<file path="src/rtl/seq_divider_if.sv">
// rtl/seq_divider_if.sv - request/result bundle between the control unit and the sequential divider
interface seq_divider_if #(
  parameter int WIDTH = 8
);
  logic             start;
  logic [WIDTH-1:0] dividend;
  logic [WIDTH-1:0] divisor;
  logic [WIDTH-1:0] quotient;
  logic [WIDTH-1:0] remainder;
  logic             busy;
  logic             done;
  logic             div_by_zero;

  modport master (
    output start, dividend, divisor,
    input  quotient, remainder, busy, done, div_by_zero
  );

  modport slave (
    input  start, dividend, divisor,
    output quotient, remainder, busy, done, div_by_zero
  );
endinterface

</file>
<file path="src/rtl/seq_divider.sv">
// rtl/seq_divider.sv - multi-cycle restoring unsigned divider, one quotient bit per clock
module seq_divider #(
  parameter int WIDTH = 8
) (
  input  logic         clk,
  input  logic         reset,
  seq_divider_if.slave bus
);
  localparam int CW = $clog2(WIDTH);
  localparam logic [CW-1:0] LAST = CW'(WIDTH - 1);

  typedef enum logic [1:0] {IDLE, RUN, FIN} state_t;

  state_t           state, state_n;
  logic [WIDTH-1:0] q_w, q_n;
  logic [WIDTH:0]   r_w, r_n;
  logic [WIDTH-1:0] d_w, d_n;
  logic [CW-1:0]    cnt, cnt_n;
  logic [WIDTH-1:0] quot, quot_n;
  logic [WIDTH-1:0] rem, rem_n;
  logic             dz, dz_n;
  logic [WIDTH:0]   r_t, r_sub;

  always_ff @(posedge clk) begin
    if (reset) begin
      state <= IDLE;
      q_w   <= '0;
      r_w   <= '0;
      d_w   <= '0;
      cnt   <= '0;
      quot  <= '0;
      rem   <= '0;
      dz    <= 1'b0;
    end else begin
      state <= state_n;
      q_w   <= q_n;
      r_w   <= r_n;
      d_w   <= d_n;
      cnt   <= cnt_n;
      quot  <= quot_n;
      rem   <= rem_n;
      dz    <= dz_n;
    end
  end

  always_comb begin
    state_n = state;
    q_n     = q_w;
    r_n     = r_w;
    d_n     = d_w;
    cnt_n   = cnt;
    quot_n  = quot;
    rem_n   = rem;
    dz_n    = dz;
    // partial remainder is WIDTH+1 bits so the compare never overflows
    r_t     = {r_w[WIDTH-1:0], q_w[WIDTH-1]};
    r_sub   = r_t - {1'b0, d_w};
    case (state)
      RUN: begin
        if (r_t >= {1'b0, d_w}) begin
          r_n = r_sub;
          q_n = {q_w[WIDTH-2:0], 1'b1};
        end else begin
          r_n = r_t;
          q_n = {q_w[WIDTH-2:0], 1'b0};
        end
        cnt_n = cnt + CW'(1);
        if (cnt == LAST) begin
          state_n = FIN;
          quot_n  = q_n;
          rem_n   = r_n[WIDTH-1:0];
          dz_n    = 1'b0;
        end
      end
      default: begin
        state_n = IDLE;
        if (bus.start) begin
          q_n   = bus.dividend;
          r_n   = '0;
          d_n   = bus.divisor;
          cnt_n = '0;
          if (bus.divisor == '0) begin
            // zero divisor skips the iterations and completes immediately
            state_n = FIN;
            quot_n  = '1;
            rem_n   = bus.dividend;
            dz_n    = 1'b1;
          end else begin
            state_n = RUN;
          end
        end
      end
    endcase
  end

  assign bus.busy        = (state == RUN);
  assign bus.done        = (state == FIN);
  assign bus.quotient    = quot;
  assign bus.remainder   = rem;
  assign bus.div_by_zero = dz;
endmodule

</file>
<file path="src/flat_wrapper.sv">
// flat-port wrapper written by rule: the top's interface ports become plain ports
module seq_divider_flat 
#(
  parameter int WIDTH = 8
)
  (clk, reset, bus_start, bus_dividend, bus_divisor, bus_quotient, bus_remainder, bus_busy, bus_done, bus_div_by_zero);
  seq_divider_if #(.WIDTH(WIDTH)) bus_i ();
  input  logic clk;
  input  logic reset;
  input wire logic [$bits(bus_i.start)-1:0] bus_start;
  input wire logic [$bits(bus_i.dividend)-1:0] bus_dividend;
  input wire logic [$bits(bus_i.divisor)-1:0] bus_divisor;
  output wire logic [$bits(bus_i.quotient)-1:0] bus_quotient;
  output wire logic [$bits(bus_i.remainder)-1:0] bus_remainder;
  output wire logic [$bits(bus_i.busy)-1:0] bus_busy;
  output wire logic [$bits(bus_i.done)-1:0] bus_done;
  output wire logic [$bits(bus_i.div_by_zero)-1:0] bus_div_by_zero;
  assign bus_i.start = bus_start;
  assign bus_i.dividend = bus_dividend;
  assign bus_i.divisor = bus_divisor;
  assign bus_quotient = bus_i.quotient;
  assign bus_remainder = bus_i.remainder;
  assign bus_busy = bus_i.busy;
  assign bus_done = bus_i.done;
  assign bus_div_by_zero = bus_i.div_by_zero;
  seq_divider #(.WIDTH(WIDTH)) u_core (.clk(clk), .reset(reset), .bus(bus_i));
endmodule
</file>
<file path="config.mk">
export PLATFORM = sky130hd
export DESIGN_NAME = seq_divider_flat
export DESIGN_NICKNAME = d
export VERILOG_FILES = /design/src/rtl/seq_divider_if.sv /design/src/rtl/seq_divider.sv /design/src/flat_wrapper.sv
export SDC_FILE = /design/constraint.sdc
export NUM_CORES = 1
export LEC_CHECK = 0
export ABC_AREA = 0
export CORE_UTILIZATION = 30
export DETAILED_ROUTE_END_ITERATION = 8
export SYNTH_ARGS = -nofsm -noshare
export SYNTH_HDL_FRONTEND = slang
export SYNTH_SLANG_ARGS = --single-unit
</file>
<file path="constraint.sdc">
create_clock -name clk -period 2.1 [get_ports clk]
set_input_delay 0.21 -clock clk [delete_from_list [all_inputs] [get_ports clk]]
set_output_delay 0.21 -clock clk [all_outputs]
set_load 0.01 [all_outputs]
</file>
==> metrics.txt <==
Seq/Total Area, Yosys 39.17%; Hold Violations, Final 0; R2R setup slack 100 ps; Iteration-0 DRC Markers 128; filler cell count 740; number of synthesized register bits 46; EDFF count, synth 0; Peak Freq 0.4929 GHz; Top delay family on crit path simple AND/OR/NAND/NOR gates; post-synthesis cell area 2351 sq um; fin. max-slew vios 0; Async S/R FF share, synth 0%; CTS tree done; largest net degree at the start of global routing 35; Remaining DRCs 0; Main synth FF type dfxtp_1; initial antenna violation count 0; CP peak stage delay 590 ps; skew final 11.08 ps; VDD IR-drop max 354.7 uV; Clk Latency, worst-skew pair 300 ps; CTS root buf clkbuf_8; IO buf count 37; Pwr Total 2.177 mW; Die Ht 90.53 um; critical path class input pin to flop; H-Tree Depth 2; IO Pins 38; status completed; Worst Hold Class flop to flop; Crit path required time 2260 ps; Die W 90.53 um; Critical Path AT 2190 ps; area delta synth->final 35.82%; crit path to u_core.bus.remainder[5]; reg2reg end u_core.bus.remainder[0]; Finish-stage setup viols 0; CTS clk-pin slew, worst paths 80 ps; WP buf/inv 1; Pleak 1.220 nW; reg-to-reg critical path startpoint u_core.d_w[4]; min cycle time layout 2029 ps; remaining global-route overflow 0; Critical Path Source Type input pin; via/cell ratio 5.072; final instance area 3193 sq um; Worst Setup SP bus_divisor[4]; vias in the first global route 2088; RSZ-0062 raised after global routing true; row count 31; Initial Utilization 31.73%; Tot GR Track Use 15.21%; syn_nets 305; first-pass GRT wire length 10080 um; max-cap violations 0; Tcrit/Tclk final 96.61%; DP Area 2989 sq um; hold buffers post-CTS 0; Top cell by count, worst path or4_4; routability cong. 0.8202; Worst Reg-to-Reg Cells 7; CP Cell Sequence clkdlybuf4s50_1 -> or4_4 -> or4_4 -> and3_1 -> a21oi_1 -> a31oi_1; placed wire-length estimate 4718 um; Mapped Avg Cell Area 8.549 sq um; Clock Sinks 46; DR pass1 iterations 4; Netlist cell types 49; via count 2191; Reg area 922.1 sq um; synthesis warning total 0; Worst path depth 6; fin nets 362; Longest Clk Path Bufs 2; final WL 6173 um; Core Region 7408 sq um; DRT antenna net count 0; Diodes inserted 0; multi-input logic area 1421 sq um; Mapped Cells 275; worst slew pin tran 717.8 ps; CTS Buf Count 5; Critical Path End Type flop; routed length per instance 14.29 um; worst-path cell with the longest stage delay or4_4; Die ar. 8195 sq um; Max FO, Critical Path 8; Max-slew headroom 51.78%; power per cell area 681.7 nW/um^2; share of layout cells above drive strength 1 18.02%
==> placed cells by master (no fill, tap or decap), drive strengths merged, types with 3 or more instances in the layout <==
cell type	count
nand4	3
nor2b	6
buf	27
and3	7
dfxtp	46
o22ai	3
nor2	24
nand2b	4
mux2i	9
inv	12
clkdlybuf4s50	37
clkbuf	6
a21oi	24
ha	10
a21o	3
or4	3
nand2	24
nand3	17
mux2	3
o21ai	14
a211oi	17
nor3	3
==> layer usage <==
metal	GRT usage, %	up-vias	share of wire (%)
li1	-	1113	-
met1	20.58	1027	48
met2	25.38	47	47
met3	2.946	4	4.5
met4	2.419	0	0.57
met5	0	-	0
==> tightest hold or removal path: cells and delay by family, from the launching register on <==
kind | cells | cell delay [ps]
flops | 1 | 320
compound gates | 1 | 50
simple gates | 1 | 50
==> cell type report <==
cell class                 instances  share of cell area [%]
clock inverter                     2                  0.3918
sequential                        46                   28.88
inverter                          12                   1.411
timing repair buffer              64                   18.34
clock buffer                       6                   2.586
multi-input combinational        203                   44.51
tap                               99                   3.879
==> worst min-delay path by stage <==
| stage | startpoint | endpoint | slack, ps | cells after the start |
|---|---|---|---|---|
| 6_report | u_core.bus.div_by_zero | u_core.bus.div_by_zero | 460 | 2 |
| 5_1_grt | u_core.d_w[5] | u_core.d_w[5] | 490 | 2 |
| 4_1_cts | u_core.d_w[7] | u_core.d_w[7] | 460 | 2 |
| 3_5_place_dp | u_core.d_w[7] | u_core.d_w[7] | 450 | 2 |
| 3_3_place_gp | u_core.d_w[7] | u_core.d_w[7] | 450 | 2 |
| 2_1_floorplan | bus_divisor[2] | u_core.d_w[2] | 360 | 2 |
==> what timing repair did <==
action,4_1_cts,5_1_grt
pin swaps,0,1
hold endpoints to repair,0,0
endpoints found under the setup margin,2,16
buffers inserted,0,1
resized for setup,2,16
==> flip-flops by register name, summed over array words and instances (netlist names) <==
register,cells
u_core.bus.quotient,8
u_core.bus.remainder,8
u_core.d_w,8
u_core.q_w,8
u_core.r_w,8
u_core.cnt,3
u_core.state,2
u_core.bus.div_by_zero,1
==> through the flow <==
stage                     cells  setup TNS (ps)  hold slack [ps]  util [%]  setup WS [ps]
after global routing        432               0            493.7     43.10          1.460
after floorplan             275               0            357.5         -          10.80
after global placement      423           -2646            445.1     40.35         -222.7
after CTS                   431               0            464.6     41.82          3.408
after detailed placement    423           -2942            452.2     40.35         -262.1
final                       432               0            458.6     43.10          71.20
==> synthesized netlist by cell type (3+ instances only) <==
cell / n / area (sq um)
a211oi_1: 16 / 120.1
a21o_1: 3 / 22.52
a21oi_1: 24 / 120.1
and3_1: 7 / 43.79
buf_1: 3 / 11.26
clkbuf_1: 9 / 33.78
dfxtp_1: 46 / 920.9
ha_1: 10 / 125.1
inv_1: 12 / 45.04
mux2_2: 3 / 33.78
mux2i_1: 9 / 90.09
nand2_1: 24 / 90.09
nand2b_1: 4 / 25.02
nand3_1: 17 / 85.08
nand4_1: 3 / 18.77
nor2_1: 24 / 90.09
nor2b_1: 6 / 37.54
nor3_1: 3 / 15.01
o21ai_0: 14 / 70.07
o22ai_1: 3 / 18.77
==> where the power goes <==
group,switching [mW],total [mW],leakage [nW],internal (mW)
clock,0.292,0.557,0.0472,0.265
sequential,0.0314,0.946,0.375,0.915
combinational,0.349,0.674,0.798,0.325
total,0.672,2.18,1.22,1.50
==> logic make-up after synthesis <==
| logic type | Yosys count | share of synthesized area [%] |
|---|---|---|
| multiplexers | 12 | 5.269 |
| AND/OR/NAND/NOR | 97 | 20.60 |
| XOR/XNOR | 2 | 0.7452 |
| flip-flops | 46 | 39.17 |
| adder cells (fa/ha/maj) | 11 | 6.174 |
| buffers and inverters | 26 | 4.630 |
| AO/OA/AOI/OAI | 81 | 23.42 |
Note: power is estimated with default switching activity, not from simulation.
